[config.mk]
export PLATFORM = sky130hd
export DESIGN_NAME = debug_rom_bus_adapter_flat
export DESIGN_NICKNAME = d
export VERILOG_FILES = /design/src/rtl/debug_rom_bus_adapter_if.sv /design/src/rtl/debug_rom_bus_adapter.sv /design/src/flat_wrapper.sv
export SDC_FILE = /design/constraint.sdc
export NUM_CORES = 1
export LEC_CHECK = 0
export CAP_MARGIN = 5
export CELL_PAD_IN_SITES_DETAIL_PLACEMENT = 0
export CELL_PAD_IN_SITES_GLOBAL_PLACEMENT = 1
export CORE_ASPECT_RATIO = 1.1
export CORE_MARGIN = 5
export CORE_UTILIZATION = 34
export CTS_CLUSTER_SIZE = 16
export DETAILED_ROUTE_END_ITERATION = 12
export PLACE_DENSITY_LB_ADDON = 0.1
export REMOVE_ABC_BUFFERS = 1
export SLEW_MARGIN = 40
export SYNTH_ARGS = -nofsm -noshare
export SYNTH_HDL_FRONTEND = slang
export SYNTH_SLANG_ARGS = --single-unit
[constraint.sdc]
create_clock -name clk_i -period 9.3 [get_ports clk_i]
set_input_delay 2.79 -clock clk_i [delete_from_list [all_inputs] [get_ports clk_i]]
set_output_delay 2.79 -clock clk_i [all_outputs]
set_load 0.1 [all_outputs]
[src/rtl/debug_rom_bus_adapter_if.sv]
// ============================================================================
// debug_rom_bus_adapter_if : core debug-memory port plus ROM read port
// Revision: 1.0
// ============================================================================
`default_nettype none

interface debug_rom_bus_adapter_if;
  logic        req_i;
  logic        gnt_o;
  logic [63:0] addr_i;
  logic        we_i;
  logic        rvalid_o;
  logic        rready_i;
  logic [31:0] rdata_o;
  logic        err_o;
  logic        rom_req_o;
  logic [63:0] rom_addr_o;
  logic [63:0] rom_rdata_i;

  modport master (
    output req_i, addr_i, we_i, rready_i, rom_rdata_i,
    input  gnt_o, rvalid_o, rdata_o, err_o, rom_req_o, rom_addr_o
  );

  modport slave (
    input  req_i, addr_i, we_i, rready_i, rom_rdata_i,
    output gnt_o, rvalid_o, rdata_o, err_o, rom_req_o, rom_addr_o
  );
endinterface

`default_nettype wire

[src/rtl/debug_rom_bus_adapter.sv]
// ============================================================================
// debug_rom_bus_adapter : debug ROM front end, in-order credit-limited reads
// Revision: 1.0
// ============================================================================
`default_nettype none

module debug_rom_bus_adapter #(
  parameter int unsigned RomSize  = 19,
  parameter logic [63:0] BaseAddr = 64'h800,
  parameter int unsigned RspDepth = 2
) (
  input  wire logic clk_i,
  input  wire logic rst_ni,
  debug_rom_bus_adapter_if.slave bus
);

  localparam int unsigned CNT_W = $clog2(RspDepth + 1);
  localparam int unsigned PTR_W = $clog2(RspDepth);

  logic [63:0]      offset;
  logic             ok;
  logic             acc;
  logic [CNT_W-1:0] out_cnt;
  logic [CNT_W-1:0] buf_count;
  logic             buf_empty;
  logic             push;
  logic             pop;

  logic             s1_valid;
  logic             s1_hi;
  logic             s1_err;
  logic [31:0]      s1_data;

  logic [32:0]      mem [RspDepth];
  logic [PTR_W-1:0] rd_ptr;
  logic [PTR_W-1:0] wr_ptr;

  function automatic logic [PTR_W-1:0] ptr_inc(input logic [PTR_W-1:0] p);
    return (p == PTR_W'(RspDepth - 1)) ? '0 : p + PTR_W'(1);
  endfunction

  // Range check only trusts the offset once addr_i >= BaseAddr, so wrapped
  // addresses can never alias into the ROM.
  assign offset  = bus.addr_i - BaseAddr;
  assign ok      = !bus.we_i && (bus.addr_i[1:0] == 2'b00) &&
                   (bus.addr_i >= BaseAddr) && ((offset >> 3) < 64'(RomSize));
  assign out_cnt = CNT_W'(s1_valid) + buf_count;
  assign bus.gnt_o = (out_cnt < CNT_W'(RspDepth));
  assign acc       = bus.req_i && bus.gnt_o;

  assign bus.rom_req_o  = acc && ok;
  assign bus.rom_addr_o = offset;

  assign s1_data = s1_err ? 32'h0 :
                   s1_hi  ? bus.rom_rdata_i[63:32] : bus.rom_rdata_i[31:0];

  assign buf_empty = (buf_count == '0);
  assign push      = s1_valid && (!buf_empty || !bus.rready_i);
  assign pop       = !buf_empty && bus.rready_i;

  always_comb begin
    bus.rvalid_o = 1'b0;
    bus.rdata_o  = 32'h0;
    bus.err_o    = 1'b0;
    if (!buf_empty) begin
      bus.rvalid_o = 1'b1;
      {bus.rdata_o, bus.err_o} = mem[rd_ptr];
    end else if (s1_valid) begin
      bus.rvalid_o = 1'b1;
      bus.rdata_o  = s1_data;
      bus.err_o    = s1_err;
    end
  end

  always_ff @(posedge clk_i or negedge rst_ni) begin
    if (!rst_ni) begin
      s1_valid <= 1'b0;
      s1_hi    <= 1'b0;
      s1_err   <= 1'b0;
    end else begin
      s1_valid <= acc;
      s1_hi    <= acc && bus.addr_i[2];
      s1_err   <= acc && !ok;
    end
  end

  always_ff @(posedge clk_i or negedge rst_ni) begin
    if (!rst_ni) begin
      buf_count <= '0;
      rd_ptr    <= '0;
      wr_ptr    <= '0;
    end else begin
      buf_count <= buf_count + CNT_W'(push) - CNT_W'(pop);
      if (push) wr_ptr <= ptr_inc(wr_ptr);
      if (pop)  rd_ptr <= ptr_inc(rd_ptr);
    end
  end

  // ROM data is only valid for one cycle, so it is captured into the buffer
  // whenever the fall-through path cannot deliver it immediately.
  always_ff @(posedge clk_i) begin
    if (push) mem[wr_ptr] <= {s1_data, s1_err};
  end

  a_no_overflow: assert property (@(posedge clk_i) disable iff (!rst_ni)
    !(push && (buf_count == CNT_W'(RspDepth)) && !pop));

endmodule

`default_nettype wire

[src/flat_wrapper.sv]
// flat-port wrapper written by rule: the top's interface ports become plain ports
module debug_rom_bus_adapter_flat 
#(
  parameter int unsigned RomSize  = 19,
  parameter logic [63:0] BaseAddr = 64'h800,
  parameter int unsigned RspDepth = 2
)
  (clk_i, rst_ni, bus_req_i, bus_addr_i, bus_we_i, bus_rready_i, bus_rom_rdata_i, bus_gnt_o, bus_rvalid_o, bus_rdata_o, bus_err_o, bus_rom_req_o, bus_rom_addr_o);
  debug_rom_bus_adapter_if bus_i ();
  input  wire logic clk_i;
  input  wire logic rst_ni;
  input wire logic [$bits(bus_i.req_i)-1:0] bus_req_i;
  input wire logic [$bits(bus_i.addr_i)-1:0] bus_addr_i;
  input wire logic [$bits(bus_i.we_i)-1:0] bus_we_i;
  input wire logic [$bits(bus_i.rready_i)-1:0] bus_rready_i;
  input wire logic [$bits(bus_i.rom_rdata_i)-1:0] bus_rom_rdata_i;
  output wire logic [$bits(bus_i.gnt_o)-1:0] bus_gnt_o;
  output wire logic [$bits(bus_i.rvalid_o)-1:0] bus_rvalid_o;
  output wire logic [$bits(bus_i.rdata_o)-1:0] bus_rdata_o;
  output wire logic [$bits(bus_i.err_o)-1:0] bus_err_o;
  output wire logic [$bits(bus_i.rom_req_o)-1:0] bus_rom_req_o;
  output wire logic [$bits(bus_i.rom_addr_o)-1:0] bus_rom_addr_o;
  assign bus_i.req_i = bus_req_i;
  assign bus_i.addr_i = bus_addr_i;
  assign bus_i.we_i = bus_we_i;
  assign bus_i.rready_i = bus_rready_i;
  assign bus_i.rom_rdata_i = bus_rom_rdata_i;
  assign bus_gnt_o = bus_i.gnt_o;
  assign bus_rvalid_o = bus_i.rvalid_o;
  assign bus_rdata_o = bus_i.rdata_o;
  assign bus_err_o = bus_i.err_o;
  assign bus_rom_req_o = bus_i.rom_req_o;
  assign bus_rom_addr_o = bus_i.rom_addr_o;
  debug_rom_bus_adapter #(.RomSize(RomSize), .BaseAddr(BaseAddr), .RspDepth(RspDepth)) u_core (.clk_i(clk_i), .rst_ni(rst_ni), .bus(bus_i));
endmodule
==> impl_metrics.prom <==
# TYPE chip_impl_metric gauge
chip_impl_metric{name="dieWidth",unit="um"} 126.6
chip_impl_info{name="critical_path_class",value="in2out"} 1
chip_impl_metric{name="finalHoldWorstSlack",unit="ns"} 0.5334
chip_impl_metric{name="largest_net_degree_at_the_start_of_global_routing",unit=""} 68
chip_impl_metric{name="post_route_cells_drive_above_1_share",unit="%"} 21.93
chip_impl_metric{name="coreArea",unit="um^2"} 14880
chip_impl_metric{name="vias",unit=""} 5043
chip_impl_metric{name="post-cts-setup-buffers",unit=""} 0
chip_impl_info{name="synth_largest_area_cell",value="edfxtp_1"} 1
chip_impl_metric{name="design.portCount",unit=""} 233
chip_impl_info{name="holdCritPathClass",value="reg2reg"} 1
chip_impl_info{name="crit_path_start_kind",value="input pin"} 1
chip_impl_metric{name="vias_in_the_first_global_route",unit=""} 5233
chip_impl_metric{name="total_nets_final",unit=""} 866
chip_impl_metric{name="wl_per_cell",unit="um"} 19.01
chip_impl_metric{name="min_cycle_time_layout",unit="ns"} 9.132
chip_impl_metric{name="yosys_warnings",unit=""} 0
chip_impl_metric{name="final_hold_viol_count",unit=""} 0
chip_impl_metric{name="min_path_cells",unit=""} 1
chip_impl_info{name="synth-main-ff-cell",value="edfxtp_1"} 1
chip_impl_metric{name="avgSynthCellArea",unit="um^2"} 10.28
chip_impl_metric{name="setup_ws",unit="ns"} 0.1681
chip_impl_info{name="critical_path.startpoint",value="bus_addr_i[11]"} 1
chip_impl_metric{name="placement_rows",unit=""} 47
chip_impl_metric{name="ys_seq_elements",unit=""} 73
chip_impl_metric{name="finish.utilization",unit="%"} 52.03
chip_impl_metric{name="layoutNonFillerInstCount",unit=""} 930
chip_impl_metric{name="max_freq",unit="MHz"} 109.5
chip_impl_metric{name="syn-cell-area",unit="um^2"} 5087
chip_impl_metric{name="stdcell_area",unit="um^2"} 7741
chip_impl_metric{name="layout-area-overhead-vs-synth",unit="%"} 52.16
chip_impl_metric{name="yosys.area.top_type_share",unit="%"} 38.96
chip_impl_metric{name="final.setup_skew",unit="ns"} 0.004054
chip_impl_info{name="synth_top_cells_by_count",value="66 x edfxtp_1, 65 x mux2i_1, 58 x nor2_1"} 1
chip_impl_metric{name="viasPerCell",unit=""} 5.423
chip_impl_metric{name="worst_pin_slew",unit="ns"} 0.7532
chip_impl_metric{name="critPathMaxFanout",unit=""} 5
chip_impl_metric{name="post_synth_edffs",unit=""} 66
chip_impl_metric{name="n_antenna_cell",unit=""} 0
chip_impl_metric{name="detail_route.iter0.violations",unit=""} 320
chip_impl_metric{name="multiInputGateArea",unit="um^2"} 2714
chip_impl_metric{name="yosysUniqueCellTypes",unit=""} 47
chip_impl_metric{name="maxSlewHeadroom",unit="%"} 49.79
chip_impl_metric{name="fp.dieH",unit="um"} 138.3
chip_impl_metric{name="setup_viol",unit=""} 0
chip_impl_metric{name="final-seq-area",unit="um^2"} 2166
chip_impl_metric{name="drt_pass1_iterations",unit=""} 4
chip_impl_metric{name="crit_arrival",unit="ns"} 6.34
chip_impl_metric{name="fillCellCount",unit=""} 1380
chip_impl_metric{name="detailed_place_hpwl",unit="mm"} 13.91
chip_impl_metric{name="timing.setup.tns",unit="ns"} 0
chip_impl_info{name="outcome",value="finished clean"} 1
chip_impl_metric{name="async_reset_ff_share",unit="%"} 9.589
chip_impl_metric{name="final_total_power",unit="mW"} 2.431
chip_impl_metric{name="pre_cts_slack",unit="ns"} 0.08553
chip_impl_metric{name="seq_area_frac_synth",unit="%"} 42.40
chip_impl_metric{name="gpl.final_weighted_congestion",unit=""} 0.9223
chip_impl_metric{name="die_area",unit="um^2"} 17510
chip_impl_info{name="top_post_synthesis_cells_by_area",value="edfxtp_1 39%, mux2i_1 13%, o32ai_1 5.5%"} 1
chip_impl_metric{name="port_buffers",unit=""} 232
chip_impl_metric{name="detail-route-antenna-nets",unit=""} 0
chip_impl_metric{name="netlist_instances",unit=""} 495
chip_impl_metric{name="worstSkewPairLatency",unit="ns"} 0.32
chip_impl_metric{name="route.detailed.drc",unit=""} 0
chip_impl_metric{name="inserted_clock_buffers",unit=""} 9
chip_impl_metric{name="totalWireLength",unit="mm"} 17.68
chip_impl_metric{name="place.detailed.instances",unit=""} 915
chip_impl_info{name="hold_path_startpoint",value="u_core.wr_ptr"} 1
chip_impl_info{name="clk_root_buffer_cell",value="clkbuf_16"} 1
chip_impl_metric{name="clock_tree.htree_level_count",unit=""} 3
chip_impl_metric{name="total_leakage_power",unit="nW"} 2.884
chip_impl_metric{name="max-vdd-ir-drop",unit="uV"} 156.7
chip_impl_metric{name="globalRouteOverflowTotal",unit=""} 0
chip_impl_metric{name="grt.total_usage",unit="%"} 19.52
chip_impl_metric{name="antenna_violations_before_repair",unit=""} 0
chip_impl_info{name="crit-reg2reg-launch",value="u_core.buf_count[1]"} 1
chip_impl_metric{name="worst-endpoint-required",unit="ns"} 6.51
chip_impl_info{name="count_leader_synth",value="edfxtp_1"} 1
chip_impl_metric{name="r2r.worst_path.cells",unit=""} 5
chip_impl_metric{name="timing.max_cap.violations",unit=""} 0
chip_impl_info{name="tritoncts",value="built"} 1
chip_impl_metric{name="initial_core_util",unit="%"} 34.19
chip_impl_metric{name="clk_path_buf_depth",unit=""} 2
chip_impl_metric{name="dpl-instance-area",unit="um^2"} 7447
chip_impl_info{name="worstSetupEndpointType",value="output pin"} 1
chip_impl_metric{name="regToRegSetupSlack",unit="ns"} 6.69
chip_impl_metric{name="slew_viol_final",unit=""} 0
chip_impl_metric{name="cts.reportedPaths.clkPinSlew",unit="ns"} 0.05
chip_impl_info{name="grt_setup_unrepaired",value="false"} 1
chip_impl_metric{name="global_route_wire_length_before_repair",unit="mm"} 27.77
chip_impl_metric{name="pwr_density_cell",unit="nW/um^2"} 314.0
chip_impl_metric{name="clkSinkCount",unit=""} 73
chip_impl_metric{name="min_period_over_period",unit="%"} 98.19
-- kinds of logic (layout without fill, tap and decap cells) --
| group | Yosys count | after routing | share of synthesized area (%) |
|---|---|---|---|
| XOR/XNOR | 49 | 49 | 8.436 |
| adder cells (fa/ha/maj) | 3 | 3 | 0.7379 |
| multiplexers | 65 | 65 | 12.79 |
| buffers and inverters | 50 | 289 | 4.796 |
| flip-flops | 73 | 73 | 42.40 |
| AO/OA/AOI/OAI | 55 | 55 | 8.805 |
| AND/OR/NAND/NOR | 200 | 200 | 22.04 |
-- cell type report --
class,instances,area share [%]
Tap cell,196,3.168
Multi-Input combinational cell,372,35.06
Sequential cell,73,27.98
Clock inverter,5,0.6142
Timing Repair Buffer,264,29.74
Clock buffer,10,2.958
Inverter,10,0.4849
-- per-layer routing --
metal  global-route usage (%)  vias up  share of wire, %
li1                         -     2391                 -
met1                    21.79     2382                38
met2                    34.17      239                50
met3                    6.250       31               9.3
met4                    7.905        0               3.2
met5                        0        -                 0
-- sequential cells by signal (all words and copies together), names as in the netlist --
register and flops:
u_core.mem 66, u_core.rd_ptr 1, u_core.s1_err 1, u_core.s1_hi 1
u_core.buf_count 2, u_core.wr_ptr 1, u_core.s1_valid 1
-- cell usage in the layout, fill, tap and decap left out, types with 2 or more instances in the layout --
cell             netlist  final
nand3_1                4      4
a211oi_1               5      5
o32ai_1               32     32
nor4_1                30     28
clkdlybuf4s50_1        0    132
nand2_1               21     21
ha_1                   3      3
clkinv_1               0      2
and2_1                 2      2
clkinv_2               0      2
buf_16                 0      2
xor2_1                27     27
a21boi_0               2      2
a31oi_1                2      2
mux2i_1               65     65
buf_4                 11     74
o21ai_0                5      5
inv_1                 10     10
xnor2_1               22     22
or2_2                  4      4
nor2_1                58     57
a211o_1                2      2
o31a_1                 3      3
clkbuf_16              0      9
nand4_1               16     16
dfrtp_4                0      2
nor4_2                 2      4
dfrtp_1                7      4
or4_1                 15     15
buf_12                 0      6
nand4b_1               3      3
nand2b_1               2      2
or3_1                 10     10
edfxtp_1              66     66
nor4b_1                3      3
nor3_1                18     17
buf_2                  0     50
-- what timing repair did --
| action | in CTS | in global routing |
|---|---|---|
| gates resized for setup | 0 | 3 |
| hold buffers | 0 | 0 |
| setup endpoints to repair | 0 | 1 |
-- power breakdown --
group	internal (mW)	leakage (nW)	total (mW)	switching, mW
clock	0.203	0.137	0.319	0.116
combinational	0.325	2.05	1.53	1.21
sequential	0.496	0.693	0.581	0.0851
total	1.02	2.88	2.43	1.41
-- worst max-delay path, stage by stage --
cell             delay, ns
clkdlybuf4s50_1       0.46
inv_1                 0.12
ha_1                  0.24
or4b_1                0.47
buf_4                 0.18
or4_1                 0.59
nor4_2                0.22
xor2_1                0.14
a211oi_1              0.27
nand4_1               0.14
nor4_2                0.30
and2_1                0.22
buf_12                0.18
-- path summary, 6_finish.rpt --
kind | to
max reg2reg | u_core.mem[1][24]
min in group asynchronous | u_core.s1_hi
min | u_core.wr_ptr
max | bus_rom_req_o
min reg2reg | u_core.wr_ptr
max in group asynchronous | u_core.rd_ptr
(Power assumes the default switching activity.)
